**src/rtl/scan_pkg.sv**
```systemverilog
// Shared types and sizing helpers for the scan pattern controller.
package scan_pkg;

  localparam int unsigned CHAIN_LEN_DEF = 16;

  typedef enum logic [2:0] {
    S_IDLE,
    S_LOAD,
    S_CAPTURE,
    S_UNLOAD,
    S_FIN
  } state_e;

  // Mismatch counter must hold CHAIN_LEN itself without wrapping.
  function automatic int unsigned cnt_w_f(input int unsigned n);
    return $clog2(n + 1);
  endfunction

endpackage

```
**src/rtl/scan_shreg.sv**
```systemverilog
// Parallel-load shift register presenting its MSB; shifts toward the MSB.
module scan_shreg #(
  parameter int unsigned W = 16
) (
  input  logic         clk_i,
  input  logic         rst_i,
  input  logic         load_i,
  input  logic         shift_i,
  input  logic [W-1:0] din_i,
  output logic         msb_o
);

  logic [W-1:0] data_q;

  // Load has priority over shift; reset clears the contents.
  always_ff @(posedge clk_i) begin
    if (rst_i) begin
      data_q <= '0;
    end else if (load_i) begin
      data_q <= din_i;
    end else if (shift_i) begin
      data_q <= {data_q[W-2:0], 1'b0};
    end
  end

  assign msb_o = data_q[W-1];

endmodule

```
**src/rtl/scan_ctrl.sv**
```systemverilog
// Scan chain controller: loads a pattern, pulses capture, unloads and
// counts mismatches against expected data.
module scan_ctrl
  import scan_pkg::*;
#(
  parameter int unsigned CHAIN_LEN = CHAIN_LEN_DEF,
  parameter int unsigned CNT_W     = cnt_w_f(CHAIN_LEN)
) (
  input  logic                 CP,
  input  logic                 CD,
  input  logic                 START,
  input  logic [CHAIN_LEN-1:0] PAT_IN,
  input  logic [CHAIN_LEN-1:0] EXP_IN,
  input  logic                 SO,
  output logic                 SE,
  output logic                 SI,
  output logic                 BUSY,
  output logic                 DONE,
  output logic                 PASS,
  output logic [CNT_W-1:0]     ERR_CNT
);

  localparam int unsigned  BW   = $clog2(CHAIN_LEN);
  localparam logic [BW-1:0] LAST = BW'(CHAIN_LEN - 1);

  state_e            state_q, state_d;
  logic [BW-1:0]     cnt_q, cnt_d;
  logic [CNT_W-1:0]  err_q, err_d;
  logic              se_q, se_d;
  logic              si_q, si_d;
  logic              busy_q, busy_d;
  logic              done_q, done_d;
  logic              pat_load, pat_shift, pat_msb;
  logic              exp_load, exp_shift, exp_msb;

  // Bit CHAIN_LEN-1 goes straight into si_q at START, so the pattern register
  // is loaded pre-shifted and its MSB is always the next bit to drive.
  scan_shreg #(.W(CHAIN_LEN)) u_pat (
    .clk_i   (CP),
    .rst_i   (CD),
    .load_i  (pat_load),
    .shift_i (pat_shift),
    .din_i   ({PAT_IN[CHAIN_LEN-2:0], 1'b0}),
    .msb_o   (pat_msb)
  );

  scan_shreg #(.W(CHAIN_LEN)) u_exp (
    .clk_i   (CP),
    .rst_i   (CD),
    .load_i  (exp_load),
    .shift_i (exp_shift),
    .din_i   (EXP_IN),
    .msb_o   (exp_msb)
  );

  // State, counters and registered outputs.
  always_ff @(posedge CP) begin
    if (CD) begin
      state_q <= S_IDLE;
      cnt_q   <= '0;
      err_q   <= '0;
      se_q    <= 1'b0;
      si_q    <= 1'b0;
      busy_q  <= 1'b0;
      done_q  <= 1'b0;
    end else begin
      state_q <= state_d;
      cnt_q   <= cnt_d;
      err_q   <= err_d;
      se_q    <= se_d;
      si_q    <= si_d;
      busy_q  <= busy_d;
      done_q  <= done_d;
    end
  end

  // Next state; outputs are decoded for the state being entered.
  always_comb begin
    state_d   = state_q;
    cnt_d     = cnt_q;
    err_d     = err_q;
    se_d      = 1'b0;
    si_d      = 1'b0;
    busy_d    = 1'b0;
    done_d    = 1'b0;
    pat_load  = 1'b0;
    pat_shift = 1'b0;
    exp_load  = 1'b0;
    exp_shift = 1'b0;
    case (state_q)
      S_IDLE: begin
        if (START) begin
          state_d  = S_LOAD;
          pat_load = 1'b1;
          exp_load = 1'b1;
          cnt_d    = '0;
          err_d    = '0;
          se_d     = 1'b1;
          si_d     = PAT_IN[CHAIN_LEN-1];
          busy_d   = 1'b1;
        end
      end
      S_LOAD: begin
        busy_d = 1'b1;
        if (cnt_q == LAST) begin
          state_d = S_CAPTURE;
          cnt_d   = '0;
        end else begin
          cnt_d     = cnt_q + BW'(1);
          se_d      = 1'b1;
          si_d      = pat_msb;
          pat_shift = 1'b1;
        end
      end
      S_CAPTURE: begin
        state_d = S_UNLOAD;
        busy_d  = 1'b1;
        se_d    = 1'b1;
      end
      S_UNLOAD: begin
        exp_shift = 1'b1;
        if (SO != exp_msb) begin
          err_d = err_q + CNT_W'(1);
        end
        if (cnt_q == LAST) begin
          state_d = S_FIN;
          cnt_d   = '0;
          done_d  = 1'b1;
        end else begin
          cnt_d  = cnt_q + BW'(1);
          busy_d = 1'b1;
          se_d   = 1'b1;
        end
      end
      S_FIN: begin
        state_d = S_IDLE;
      end
      default: begin
        state_d = S_IDLE;
      end
    endcase
  end

  assign SE      = se_q;
  assign SI      = si_q;
  assign BUSY    = busy_q;
  assign DONE    = done_q;
  assign PASS    = done_q & (err_q == '0);
  assign ERR_CNT = err_q;

endmodule

```
**config.mk**
```make
export PLATFORM = sky130hd
export DESIGN_NAME = scan_ctrl
export DESIGN_NICKNAME = d
export VERILOG_FILES = /design/src/rtl/scan_pkg.sv /design/src/rtl/scan_shreg.sv /design/src/rtl/scan_ctrl.sv
export SDC_FILE = /design/constraint.sdc
export NUM_CORES = 1
export LEC_CHECK = 0
export CAP_MARGIN = 25
export CORE_MARGIN = 8
export CORE_UTILIZATION = 35
export CTS_CLUSTER_SIZE = 30
export DETAILED_ROUTE_END_ITERATION = 10
export MAX_ROUTING_LAYER = met4
export PLACE_DENSITY = 0.69
export SYNTH_ARGS = -nofsm -noshare
export SYNTH_HDL_FRONTEND = slang
export SYNTH_SLANG_ARGS = --single-unit
```
**constraint.sdc**
```tcl
create_clock -name CP -period 1.45 [get_ports CP]
set_clock_uncertainty 0.15 [all_clocks]
set_input_delay 0.29 -clock CP [delete_from_list [all_inputs] [get_ports CP]]
set_output_delay 0.29 -clock CP [all_outputs]
set_load 0.01 [all_outputs]
```
==> flow_summary.yaml <==
setup_path:
  crit_chain: "or4b_4, clkbuf_16, nand2_4, a311oi_2"
  startpoint_type: "flop"
  critPathMaxFanout: 7
  slowest_delay_ns: 0.69
  end_kind: "flop"
  worstSetupPathType: "flop to flop"
  cp.arrival_ns: 1.73
  worstPathRequired_ns: 1.48
  cp_slowest_cell: "or4b_4"
  r2r_slack_ns: -0.25
global_routing:
  grt_pass1_vias: 2101
  grt_max_degree: 29
  use_met1_pct: 17.16
  grt_pass1_wl_um: 10050
  grt.total_usage_pct: 14.08
  overflow: 0
  grt_use_met3_pct: 2.652
  top_usage_layer: "met2"
  use_met2_pct: 22.91
  grt_antenna_before_repair: 0
placement:
  placed_area_um2: 2925
  gp_congestion: 0.7604
  io_buffers: 45
  hpwl_um: 3917
sta:
  finalCriticalPeriod_ns: 1.696
  setup_violations: 41
  maxSlewViolCount: 0
  fin_tns_setup_ns: -8.888
  fin_ws_ns: -0.2461
  relSlewSlack_pct: 73.55
  max_freq_ghz: 0.5896
  rsz0062_at_grt: "yes"
  final_hold_viol_count: 0
  hold_slack_ns: 0.3227
  min_period_over_period_pct: 117.0
  tightest_slew_ns: 0.3967
finish:
  syn2layout_area_growth_pct: 53.19
  fin_nets: 367
  regArea_um2: 952.2
  fin_area_um2: 3423
  drive_above_1_share_pct: 35.98
  antennaDiodeCount: 0
  fillers: 538
  multiInputGateArea_um2: 1368
detailed_routing:
  ant_nets: 0
  drcViolationCount: 0
  vias_per_cell: 5.583
  wl_per_cell_um: 16.31
  vias: 2261
  dr.first_iter.drc_count: 126
  first_pass_iters: 4
  wirelength_um: 6605
clock_tree:
  clock_sinks: 47
  worstSkewPairLatency_ns: 0.30
  cts_root_buf: "clkbuf_8"
  cts_buffers: 5
  tritoncts: "built"
  postCtsHoldBufs: 0
  clockBufferDepth: 2
  htreeDepth: 2
  cts.clk_slew.worst_paths_ns: 0.09
yosys:
  synth_area_um2: 2235
  yosysSeqAreaShare_pct: 42.11
  yosys_warnings: 0
  yosys_most_used_dff: "dfxtp_1"
  synth_cells: 259
  yosys-top-cells-area: "dfxtp_1 (42%), a31oi_1 (8.4%), o21ai_1 (6.0%)"
  synth_fp_nets: 298
  yosysMostFrequentCell: "dfxtp_1"
  ys_ff_latch: 47
  synth_common_cells: "dfxtp_1 (47), nand2_1 (34), a31oi_1 (30), o21ai_1 (27), a21oi_1 (21)"
  netlist.area_leader.share_pct: 42.11
  synth.avg_cell_area_um2: 8.628
  synth-edff-count: 0
  ys_types: 42
  synthArstFlopShare_pct: 0
  synth_largest_area_cell: "dfxtp_1"
power_and_ir_drop:
  ir_drop_uv: 522.5
  power_mw: 3.036
  p_leak_nw: 1.264
  powerDensity_nw_per_um2: 886.7
floorplan:
  rows: 29
  core-area_um2: 6277
  fp.dieW_um: 95.91
  dieArea_um2: 9198
  dieHeight_um: 95.91
  ios: 46
  start_util_pct: 35.60
status:
  status: "finished with violations"
  violations: "negative setup slack"
hold_path:
  hp-class: "flop to flop"
job:
  max-cap-violations: 0
[flip-flops by register name, summed over array words and instances (netlist names)]
name,flops
SI,1
u_exp.data_q,16
SE,1
u_pat.data_q,15
BUSY,1
state_q,3
ERR_CNT,5
cnt_q,4
DONE,1
[layer usage]
layer / vias to the layer above / share of wire [%]
met5: - / 0
met4: 0 / 2.9
met3: 17 / 5.0
met2: 84 / 50
met1: 1055 / 42
li1: 1105 / -
[report_power, final]
part           leakage [nW]  internal, mW  total [mW]  switching (mW)
clock network        0.0513         0.506       0.951           0.445
registers             0.391          1.38        1.43          0.0504
logic                 0.822         0.339       0.653           0.315
total                  1.26          2.23        3.04           0.810
[cells by family (layout without fill, tap and decap cells)]
| family | count (synthesis) | in the layout | share of synthesized area, % |
|---|---|---|---|
| adder cells (fa/ha/maj) | 3 | 3 | 1.680 |
| AO/OA/AOI/OAI | 112 | 112 | 29.79 |
| XOR/XNOR | 3 | 3 | 1.176 |
| buffers and inverters | 27 | 96 | 8.343 |
| flip-flops | 47 | 47 | 42.11 |
| AND/OR/NAND/NOR | 67 | 67 | 16.91 |
[critical path: cells and delay by family (launching register included)]
family	cells	cell delay (ns)
simple gates	2	0.76
compound gates	1	0.09
flops	1	0.34
buf+inv	1	0.23
[placed cells by master, fill, tap and decap left out, types with 2 or more instances in the layout]
master           synthesis  layout
o21ai_0                 13      12
o21ai_1                 27       2
buf_12                   0       4
ha_1                     3       2
inv_1                    4       3
nand3_2                  0       2
nor3_1                   4       4
clkbuf_16                0       3
a211oi_1                 4       3
buf_2                    2       3
xor2_1                   2       2
clkdlybuf4s50_1          0      34
buf_4                    4      27
a21oi_1                 21      14
a21oi_2                  2       9
buf_16                   0       3
dfxtp_1                 47      38
nand3_4                  0       3
a31oi_1                 30      30
dlygate4sd2_1            0       4
o21ai_2                  2      24
o211ai_1                 4       4
dfxtp_2                  0       9
nand2_1                 34      33
buf_6                    9       3
clkbuf_2                 0       3
or4_1                    3       3
nand3_1                 11       6
o21ai_4                  0       4
clkbuf_8                 0       5
nand4_1                  3       3
[layout make-up]
| class | count | area share [%] |
|---|---|---|
| tap | 77 | 2.814 |
| multi-input combinational | 185 | 39.95 |
| inverter | 4 | 0.4386 |
| timing repair buffer | 85 | 25.99 |
| sequential | 47 | 27.81 |
| clock buffer | 6 | 2.120 |
| clock inverter | 1 | 0.8772 |
[metrics by stage]
step / utilization [%] / instances / worst slack (ns)
2_1_floorplan: - / 259 / -0.06666
3_3_place_gp: 46.60 / 392 / -0.5433
3_5_place_dp: 46.60 / 392 / -0.5598
4_1_cts: 51.45 / 402 / -0.1952
5_1_grt: 54.53 / 405 / -0.2819
6_report: 54.53 / 405 / -0.2461
[final timing paths]
kind	end	depth (start not counted)	from
worst max-delay path	cnt_q[3]	4	state_q[1]
worst min-delay path	u_exp.data_q[5]	2	u_exp.data_q[4]
worst max register to register	cnt_q[3]	4	state_q[1]
worst min register to register	u_exp.data_q[5]	2	u_exp.data_q[4]
[repair_timing]
action / 4_1_cts / 5_1_grt
buffers inserted: 0 / 0
gates resized for setup: 60 / 36
endpoints found under the setup margin: 50 / 47
gates cloned: 3 / 3
pin swaps: 4 / 8
Note: power is estimated with default switching activity, not from simulation.
